===== config.mk =====
export PLATFORM = sky130hd
export DESIGN_NAME = mem_wb_pipe
export DESIGN_NICKNAME = d
export VERILOG_FILES = /design/src/rtl/mem_wb_pkg.sv /design/src/rtl/mem_wb_load_fmt.sv /design/src/rtl/mem_wb_pipe.sv
export SDC_FILE = /design/constraint.sdc
export NUM_CORES = 1
export LEC_CHECK = 0
export CAP_MARGIN = 25
export CORE_UTILIZATION = 40
export DETAILED_ROUTE_END_ITERATION = 10
export PLACE_DENSITY = 0.74
export SLEW_MARGIN = 20
export SYNTH_ARGS = -nofsm -noshare
export SYNTH_HDL_FRONTEND = slang
export SYNTH_SLANG_ARGS = --single-unit

===== constraint.sdc =====
create_clock -name clk -period 1.61 [get_ports clk]
set_input_delay 0.2415 -clock clk [delete_from_list [all_inputs] [get_ports clk]]
set_output_delay 0.2415 -clock clk [all_outputs]
set_load 0.05 [all_outputs]

===== src/rtl/mem_wb_pkg.sv =====
// Shared types for the MEM/WB writeback skid buffer: load sizes, buffer states
// and the default-width writeback entry seen by the hazard unit.
package mem_wb_pkg;

  typedef enum logic [1:0] {
    LD_B = 2'b00,
    LD_H = 2'b01,
    LD_W = 2'b10
  } ld_size_e;

  typedef enum logic [1:0] {
    EMPTY = 2'b00,
    ONE   = 2'b01,
    TWO   = 2'b10
  } wb_state_e;

  localparam int WB_XLEN_DEF    = 32;
  localparam int WB_RADDR_W_DEF = 4;

  // Default-width entry; the pipe declares a parameter-sized twin internally.
  typedef struct packed {
    logic [WB_XLEN_DEF-1:0]    result;
    logic [WB_RADDR_W_DEF-1:0] wn;
    logic                      en_rw;
  } wb_entry_t;

  function automatic logic wb_keep_en(input logic en_rw, input logic wn_is_zero,
                                      input logic suppress);
    return en_rw & ~(suppress & wn_is_zero);
  endfunction

endpackage


===== src/rtl/mem_wb_load_fmt.sv =====
// Load formatter: picks the addressed byte/halfword lane out of the memory word
// and sign- or zero-extends it. Only instantiated with MEM_WB_LOAD_EXT_EN.
module mem_wb_load_fmt
  import mem_wb_pkg::*;
#(
  parameter int XLEN = 32
) (
  input  logic [XLEN-1:0] data,
  input  logic [1:0]      ld_size,
  input  logic            ld_uns,
  input  logic [1:0]      addr_lo,
  output logic [XLEN-1:0] data_fmt
);

  logic [7:0]  lane_b;
  logic [15:0] lane_h;
  logic        sx;

  always_comb begin
    lane_b   = data[{addr_lo, 3'b000} +: 8];
    lane_h   = addr_lo[1] ? data[31:16] : data[15:0];
    sx       = ~ld_uns;
    data_fmt = data;
    case (ld_size)
      LD_B:    data_fmt = {{(XLEN-8){sx & lane_b[7]}}, lane_b};
      LD_H:    data_fmt = {{(XLEN-16){sx & lane_h[15]}}, lane_h};
      default: data_fmt = data;  // word, and 2'b11 treated as word
    endcase
  end

endmodule


===== src/rtl/mem_wb_pipe.sv =====
// MEM/WB writeback register as a 2-entry elastic skid buffer with flush,
// r0 write suppression and a forwarding tap. Optional load formatting on the
// memory path is enabled by defining MEM_WB_LOAD_EXT_EN.
module mem_wb_pipe
  import mem_wb_pkg::*;
#(
  parameter int XLEN        = 32,
  parameter int RADDR_W     = 4,
  parameter int R0_SUPPRESS = 1
) (
  input  logic               clk,
  input  logic               reset,
  input  logic               in_valid,
  output logic               in_ready,
  input  logic [XLEN-1:0]    alu_in,
  input  logic [XLEN-1:0]    mem_in,
  input  logic [RADDR_W-1:0] wn_in,
  input  logic               mreg_in,
  input  logic               en_rw_in,
  input  logic [1:0]         ld_size_in,
  input  logic               ld_uns_in,
  input  logic [1:0]         addr_lo_in,
  input  logic               flush,
  output logic               out_valid,
  input  logic               out_ready,
  output logic [XLEN-1:0]    result_out,
  output logic [RADDR_W-1:0] wn_out,
  output logic               en_rw_out,
  output logic               fwd_valid,
  output logic [RADDR_W-1:0] fwd_wn,
  output logic [XLEN-1:0]    fwd_data
);

  typedef struct packed {
    logic [XLEN-1:0]    result;
    logic [RADDR_W-1:0] wn;
    logic               en_rw;
  } entry_t;

  wb_state_e       state, state_nxt;
  entry_t          head, skid, new_e;
  logic            in_ready_q;
  logic            accept, pop;
  logic [XLEN-1:0] mem_fmt;

`ifdef MEM_WB_LOAD_EXT_EN
  mem_wb_load_fmt #(.XLEN(XLEN)) u_load_fmt (
    .data     (mem_in),
    .ld_size  (ld_size_in),
    .ld_uns   (ld_uns_in),
    .addr_lo  (addr_lo_in),
    .data_fmt (mem_fmt)
  );
`else
  logic unused_ld;
  assign mem_fmt   = mem_in;
  assign unused_ld = ^{ld_size_in, ld_uns_in, addr_lo_in};
`endif

  assign new_e.result = mreg_in ? mem_fmt : alu_in;
  assign new_e.wn     = wn_in;
  assign new_e.en_rw  = wb_keep_en(en_rw_in, wn_in == '0, R0_SUPPRESS != 0);

  assign out_valid = (state != EMPTY);
  assign in_ready  = in_ready_q;
  assign accept    = in_valid & in_ready_q;
  assign pop       = out_valid & out_ready;

  always_comb begin
    state_nxt = state;
    if (flush) begin
      state_nxt = EMPTY;
    end else begin
      case (state)
        EMPTY: if (accept) state_nxt = ONE;
        ONE: begin
          if (accept && !pop)      state_nxt = TWO;
          else if (pop && !accept) state_nxt = EMPTY;
        end
        TWO:     if (pop) state_nxt = ONE;
        default: state_nxt = EMPTY;
      endcase
    end
  end

  // in_ready is registered from the next state so out_ready never reaches it
  // combinationally.
  always_ff @(posedge clk or negedge reset) begin
    if (!reset) begin
      state      <= EMPTY;
      in_ready_q <= 1'b1;
      head       <= '0;
      skid       <= '0;
    end else begin
      state      <= state_nxt;
      in_ready_q <= (state_nxt != TWO);
      if (!flush) begin
        case (state)
          EMPTY: if (accept) head <= new_e;
          ONE: begin
            if (accept && pop)  head <= new_e;
            if (accept && !pop) skid <= new_e;
          end
          TWO:     if (pop) head <= skid;
          default: ;
        endcase
      end
    end
  end

  assign result_out = head.result;
  assign wn_out     = head.wn;
  assign en_rw_out  = head.en_rw & out_valid;
  assign fwd_valid  = out_valid & en_rw_out;
  assign fwd_wn     = wn_out;
  assign fwd_data   = result_out;

endmodule


# After elaboration in Yosys (flattened, before gate mapping)
# Index checks and enable logic that the tools add are counted.
classes:
  n_eq_ne: 6
  n_mux: 11
  n_bitwise: 7
  reduce_logical: 11
op_table:
  columns: ["op", "n"]
  rows:
  - ["2-to-1 mux 37 bit", 3]
  - ["one-hot mux 37 bit (3 select lines)", 1]
  - ["2-to-1 mux 32 bit", 1]
  - ["2-to-1 mux 2 bit", 5]
  - ["!= test 2 bit (second input constant)", 4]
  - ["one-hot mux 2 bit (3 select lines)", 1]
  - ["AND 1 bit", 5]
  - ["AND reduction 5 bit", 1]
  - ["zero test 4 bit", 1]
  - ["logical AND 1 bit", 3]
  - ["AND reduction 3 bit", 1]
  - ["nonzero test 3 bit", 1]
  - ["equality test 2 x 1 -> 1 bit (second input constant)", 1]
  - ["equality test 2 bit (second input constant)", 1]
  - ["zero test 1 bit", 2]
  - ["zero test 2 bit", 1]
  - ["NOT 1 bit", 2]
  - ["nonzero test 2 bit", 1]
totals:
  register_bits: 77
  in_bits: 80
  elab_cells: 43

# Depth between registers and ports, before layout
# Gate-level depths: netlist of the first run.
logic_depth:
  ltp_word: 8
  ltp_mapped: 6
  depth_no_buf: 4

# Worst setup path before layout of the first run
# No wires, ideal clock.
synth_path:
  path_type: "register to output"
  start: "reg state[1]"
  end: "out fwd_valid"
  arrival_ns: 1.508
  slack_ns: -0.140
  stages_incl_launch_ff: 4
  path_cell_list: "dfrtp_1 or2_2 and2_1 buf_4"
synth_between:
  elab_chain_len: 3
synth_lines:
  columns: ["item", "line", "rtl"]
  rows:
  - ["start, declared", "mem_wb_pipe.sv:40", "wb_state_e state, state_nxt;"]
  - ["start signal, assigned", "mem_wb_pipe.sv:95", "state <= state_nxt;"]
  - ["nonzero test 2 bit", "mem_wb_pipe.sv:64", "assign out_valid = (state != EMPTY);"]
  - ["via out_valid", "mem_wb_pipe.sv:24", "output logic out_valid,"]
  - ["AND 1 bit", "mem_wb_pipe.sv:113", "assign en_rw_out = head.en_rw & out_valid;"]
  - ["via en_rw_out", "mem_wb_pipe.sv:28", "output logic en_rw_out,"]
  - ["AND 1 bit", "mem_wb_pipe.sv:114", "assign fwd_valid = out_valid & en_rw_out;"]
  - ["end, declared", "mem_wb_pipe.sv:29", "output logic fwd_valid,"]
# The timed path passes the listed nets, and every way through them passes these cells.

# Worst setup path after layout of the first run
layout_path:
  start: "reg state[0]"
  end: "reg head, in the netlist fwd_wn[3]"
layout_between:
  elab_chain_len: 5
  elab_cells_between_ends: 12
  classes_between: "eq/ne: 5; mux: 1; bitwise: 1; reduce/logical: 5"
layout_lines:
  columns: ["item", "line", "rtl"]
  rows:
  - ["nonzero test 2 bit", "mem_wb_pipe.sv:64", null]
  - ["AND 1 bit", "mem_wb_pipe.sv:67", "assign pop = out_valid & out_ready;"]
  - ["logical AND 1 bit", "mem_wb_pipe.sv:101", "if (accept && pop) head <= new_e;"]
  - ["!= test 2 bit (no line)", null, null]
  - ["AND reduction 5 bit (no line)", null, null]
  - ["end signal, assigned", "mem_wb_pipe.sv:99", "EMPTY: if (accept) head <= new_e;"]
  - ["end signal, assigned", "mem_wb_pipe.sv:101", null]
  - ["end signal, assigned", "mem_wb_pipe.sv:104", "TWO: if (pop) head <= skid;"]
  - ["end, declared", "mem_wb_pipe.sv:41", "entry_t head, skid, new_e;"]
# Several ways; a longest one is shown, not always the timed one.
# A chain may end at the register's enable or synchronous reset.

==> results.yml, run 1 <==
synthesis:
  synth_area_um2: 4150
  async_reset_ff_share_pct: 100
  synth_area_leaders: "dfrtp_1 46%, buf_4 14%, mux2i_1 8.9%"
  synth_most_common_cell: "buf_4"
  yosysTopAreaCellShare_pct: 45.9
  synth_top_cell_by_area: "dfrtp_1"
  synth.avg_cell_area_um2: 9.41
  synth.yosys.warnings: 0
  ys_seq_elements: 77
  synth_ff_type: "dfrtp_1"
  yosysSeqAreaShare_pct: 46.5
  synthTopCellsByCount: "77 x buf_4, 76 x dfrtp_1, 72 x nand2_1"
  synth_cells: 441
  syn_nets: 521
  yosysUniqueCellTypes: 28
  synth_edf_count: 0
place:
  pre_cts_slack_ps: -178
  place_congestion: 0.759
  dp.cells: 641
  hpwlAfterDp_mm: 6.35
  portBuffers: 150
sta:
  fin_tns_setup_ps: 0
  slew_headroom_pct: 67.8
  rsz0062_at_grt: "yes"
  post-route-period-util_pct: 96.9
  setup-violations-final: 0
  worst_pin_slew_ps: 483
  layout_setup_ws_ps: 49.5
  max_freq_mhz: 641
  hold_viol_final: 0
  fin_worst_skew_ps: 6.21
  slew_viol_final: 0
  finalCriticalPeriod_ps: 1560
drt:
  wl_per_cell_um: 13.4
  drt_iter0_markers: 64
  postRouteWirelength_mm: 8.81
  vias_per_cell: 4.82
  drtAntennaViolNets: 0
  vias: 3174
  drtPass1Iterations: 4
  drc: 0
die:
  die_height_um: 104
  fp-row-count: 36
  io_pins: 156
  coreArea_um2: 9910
  fp.dieArea_um2: 10800
  start_util_pct: 41.9
  fp.dieW_um: 104
pwr:
  switching_share_pct: 42.6
  switchingPower_mw: 2.95
  vdd_ir_drop_max_mv: 0.641
  leakagePower_nw: 2.63
  seqPwrFrac_pct: 39.2
  p_clk_share_pct: 18.1
  pwr-share-comb_pct: 42.8
  p_int_mw: 3.97
  finalPower_mw: 6.91
  power_density_nw_per_um2: 1280
clock_network:
  clock_path_buffers: 2
  clock_latency_ps: 330
  numCtsBuffers: 9
  htree_levels: 3
  tritoncts: "yes"
  root_buffer: "clkbuf_8"
  path_clk_slew_ps: 80
  clock-sinks: 77
finish:
  finish.utilization_pct: 54.3
  area_growth_pct: 29.7
  drive_gt1_share_pct: 27.8
  final_nets: 602
  fillers: 905
  antenna_cells: 0
  finalNonFillerCells: 659
setup_path:
  rr_worst_depth: 6
  crit_slowest_cell: "dfrtp_1"
  cp-end-kind: "flop"
  r2r_slack_ps: 50
  reg2reg_from: "state[0]$_DFF_PN0_"
  critPathArrivalTime_ps: 1780
  r2r-end: "fwd_wn[3]$_DFFE_PN0P_"
  critPathKind: "flop to flop"
  cp_data_required_time_ps: 1830
  cp-endpoint: "fwd_wn[3]$_DFFE_PN0P_"
  cp.depth: 6
  critPathLaunch: "state[0]$_DFF_PN0_"
  critPathMaxStageDelay_ps: 400
  path_cells: "buf_4, nor2b_4, o41a_4, buf_12, nand2_1, o21ai_2"
  crit_fanout: 34
  worst-path-buf-inv: 2
  critPathLaunchType: "flop"
  crit_family: "compound AO/OA/AOI/OAI gates"
global_routing:
  grt_pass1_vias: 3223
  antenna_found_initial: 0
  gr-usage-all-layers_pct: 16.9
  grt_max_degree: 45
  overflow: 0
  grt_first_pass_wirelength_mm: 14.9
job:
  drv_cap: 0
outcome:
  status: "finished clean"
min_path:
  holdCritPathClass: "input pin to async pin"
sequential cells by signal, summed over array words and instances, names as in the netlist:
signal and cells:
state 2, head 1, skid 37, fwd_data 32, fwd_wn 4, in_ready 1
metrics by stage:
stage	hold WS [ps]	instance area (µm²)
floorplan	-54.1	4160
global placement	223	5140
detailed placement	235	5140
CTS	425	5360
global route	477	5380
finish	435	5380
power groups by stage:
stage | Sequential, mW | Clock, mW | Combinational, mW
floorplan | 2.64 | 0 | 2.55
detailed placement | 2.75 | 0 | 2.95
finish | 2.71 | 1.25 | 2.96
global placement | 2.71 | 0 | 2.90
global route | 2.77 | 1.38 | 3.13
CTS | 2.71 | 1.30 | 2.98
layer usage:
metal | share of wire [%] | wire length [µm] | global-route usage (%)
met2 | 50 | 4440 | 30.6
met1 | 43 | 3750 | 19.8
met4 | 0.95 | 84 | 5.31
met3 | 6.2 | 543 | 3.59
met5 | 0 | 0 | 0
timing repair:
item / CTS / global route
setup buffers: 2 / 0
pin swaps: 1 / 0
hold buffers: 1 / 0
endpoints found under the hold margin: 34 / 0
gates resized for setup: 8 / 7
endpoints found under the setup margin: 2 / 66
worst min-delay path by stage:
stage,startpoint,endpoint,slack (ps),cells past startpoint
2_1_floorplan,reset,fwd_data[0]$_DFFE_PN0P_,-50,0
5_1_grt,reset,skid[2]$_DFFE_PN0P_,480,2
3_3_place_gp,reset,skid[29]$_DFFE_PN0P_,220,1
6_report,reset,skid[29]$_DFFE_PN0P_,440,2
4_1_cts,reset,skid[31]$_DFFE_PN0P_,430,2
3_5_place_dp,reset,skid[31]$_DFFE_PN0P_,240,1
logic make-up after synthesis:
family | count (synthesis) | synth area share (%)
flip-flops | 77 | 46.5
AND/OR/NAND/NOR | 114 | 11.2
AO/OA/AOI/OAI | 108 | 15.3
buffers and inverters | 101 | 17.0
multiplexers | 41 | 10.0
placed cells by master (no fill, tap or decap), types with 2 or more instances in the layout:
| master | synthesis | layout |
|---|---|---|
| buf_8 | 0 | 2 |
| dfrtp_1 | 76 | 75 |
| nand2_1 | 72 | 69 |
| mux2_2 | 3 | 3 |
| o21ai_2 | 20 | 20 |
| buf_4 | 77 | 85 |
| clkinv_2 | 0 | 4 |
| mux2i_1 | 37 | 37 |
| nor2_1 | 34 | 34 |
| o21ai_0 | 33 | 32 |
| a21oi_1 | 34 | 34 |
| clkdlybuf4s50_1 | 0 | 72 |
| nand2_2 | 0 | 3 |
| clkbuf_8 | 0 | 10 |
| o21ai_1 | 17 | 18 |
| buf_12 | 0 | 7 |
| buf_6 | 3 | 2 |
final cells by class:
cell class / instances / area [µm²] / area share, %
sequential: 77 / 1930 / 35.9
inverter: 1 / 3.75 / 0.0698
clock inverter: 5 / 27.5 / 0.512
clock buffer: 10 / 138 / 2.56
timing repair buffer: 170 / 1570 / 29.1
tap: 133 / 166 / 3.09
multi-input combinational: 263 / 1550 / 28.8
Power figures use the tool's default switching activity.
==> run 2, diff against run 1 <==
CORE_MARGIN = 2   (was not set)
RECOVER_POWER = 50   (was not set)
TNS_END_PERCENT = 100   (was not set)
==> run 2 against run 1 <==
Net effect: fmax shrank 3.4%; global-route usage shrank 0.34 points; clock power rose by 46%; final area increased by 1.6%; count of clock-buffer cells in the layout up 3; the run now ends with negative setup slack left; sequential power is essentially flat; worst setup slack worse by 56 ps; combinational power is 2% lower; via count shrank 0.16%; clock skew increased by 1.9 ps; critical endpoint is now fwd_valid; non-clock buffer count is 2 higher; die area increased by 3.9%.
==> results.yml, run 2 (synthesized netlist as in run 1, its figures left out) <==
setup_path:
  crit_family: "flip-flops"
  critPathArrivalTime_ps: 1370
  critPathMaxStageDelay_ps: 390
  cp_data_required_time_ps: 1370
  crit_fanout: 2
  cp-end-kind: "output pin"
  critPathKind: "flop to output pin"
  crit_slowest_cell: "dfrtp_1"
  worst-path-buf-inv: 2
  path_cells: "buf_6, or2_4, and2_4, buf_8"
  cp.depth: 4
  rr_worst_depth: 5
  critPathLaunchType: "flop"
global_routing:
  use_met3_pct: 3.71
  grt.busiest_layer: "met2"
  grt_max_degree: 41
  grt_pass1_vias: 3148
  met1_usage_pct: 20.5
  gr-usage-all-layers_pct: 16.5
  antenna_found_initial: 0
  use_met2_pct: 28.5
  grt_first_pass_wirelength_mm: 14.9
  overflow: 0
pwr:
  finalPower_mw: 7.43
  power_density_nw_per_um2: 1360
  leakagePower_nw: 2.67
  vdd_ir_drop_max_mv: 0.509
clock_network:
  path_clk_slew_ps: 80
  clock-sinks: 77
  tritoncts: "yes"
  clock_latency_ps: 340
  clock_path_buffers: 2
  root_buffer: "clkbuf_8"
  htree_levels: 3
  numCtsBuffers: 9
finish:
  area_growth_pct: 31.8
  final_nets: 604
  most-common-layout-cells: "75 x dfrtp_1, 72 x clkdlybuf4s50_1, 62 x nand2_1"
  ff_latch_area_um2: 1930
  largest_reg_flops: 37
  finalNonFillerCells: 665
  fillers: 946
  antenna_cells: 0
  drive_gt1_share_pct: 29.7
  regMostFlops: "skid"
  multi_input_area_um2: 1580
  final_common_cell: "dfrtp_1"
die:
  fp.dieArea_um2: 11200
  coreArea_um2: 10200
  start_util_pct: 40.7
  die_height_um: 106
  io_pins: 156
  fp.dieW_um: 106
  fp-row-count: 37
job:
  drv_cap: 0
sta:
  slew_headroom_pct: 59.6
  rsz0062_at_grt: "yes"
  hold_viol_final: 0
  finalCriticalPeriod_ps: 1620
  holdWs_ps: 444
  fin_tns_setup_ps: -11.8
  worst_pin_slew_ps: 607
  slew_viol_final: 0
  setup-violations-final: 2
  post-route-period-util_pct: 100
  layout_setup_ws_ps: -6.17
  max_freq_mhz: 619
  fin_worst_skew_ps: 8.09
drt:
  drtAntennaViolNets: 0
  postRouteWirelength_mm: 9.07
  drc: 0
  vias_per_cell: 4.77
  drtPass1Iterations: 4
  drt_iter0_markers: 90
  wl_per_cell_um: 13.6
  vias: 3169
min_path:
  holdCritPathClass: "input pin to async pin"
place:
  hpwlAfterDp_mm: 6.38
  place_congestion: 0.788
  portBuffers: 150
  dp.cells: 644
outcome:
  violations: "negative setup slack"
  status: "complete, but fails checks"
[run 2: repair_timing]
item / CTS / global route
hold buffers: 1 / 0
hold endpoints to repair: 22 / 0
pin swaps: 1 / 0
buffers inserted: 2 / 1
cloned: 0 / 1
endpoints found under the setup margin: 3 / 51
resized for setup: 8 / 16
[run 2: worst paths after layout]
check / start / endpoint / slack [ps]
max in group asynchronous: reset / fwd_data[8]$_DFFE_PN0P_ / 210
min reg2reg: skid[6]$_DFFE_PN0P_ / skid[6]$_DFFE_PN0P_ / 480
min: reset / skid[30]$_DFFE_PN0P_ / 440
max: state[0]$_DFF_PN0_ / fwd_valid / -6
max reg2reg: in_ready$_DFF_PN1_ / fwd_data[21]$_DFFE_PN0P_ / 40
min in group clk: skid[6]$_DFFE_PN0P_ / skid[6]$_DFFE_PN0P_ / 480
[run 2: final cells by class]
type	count	share of cell area (%)
multi-input cells	263	28.9
clock buffers	13	3.09
inverters	1	0.0687
clock inverters	3	1.65
well taps	136	3.11
flip-flops and latches	77	35.3
repair buffers	172	27.9
[run 2: per-stage QoR]
| stage | setup slack (ps) | instance area, µm² | util (%) |
|---|---|---|---|
| 5_1_grt | -53.0 | 5470 | 53.7 |
| 4_1_cts | -20.4 | 5460 | 53.6 |
| 6_report | -6.17 | 5470 | 53.7 |
| 2_1_floorplan | -93.1 | 4160 | - |
| 3_5_place_dp | -167 | 5150 | 50.6 |
| 3_3_place_gp | -156 | 5150 | 50.6 |
[run 2: metal layers]
| metal | vias to the layer above | part of all wire (%) |
|---|---|---|
| met5 | - | 0 |
| met4 | 0 | 1.2 |
| met3 | 10 | 6.5 |
| met2 | 109 | 50 |
| li1 | 1568 | - |
| met1 | 1482 | 42 |
[run 2: power breakdown]
part           internal [mW]  switching, mW
sequential              2.39          0.316
clock                   1.16          0.670
combinational          0.919           1.98
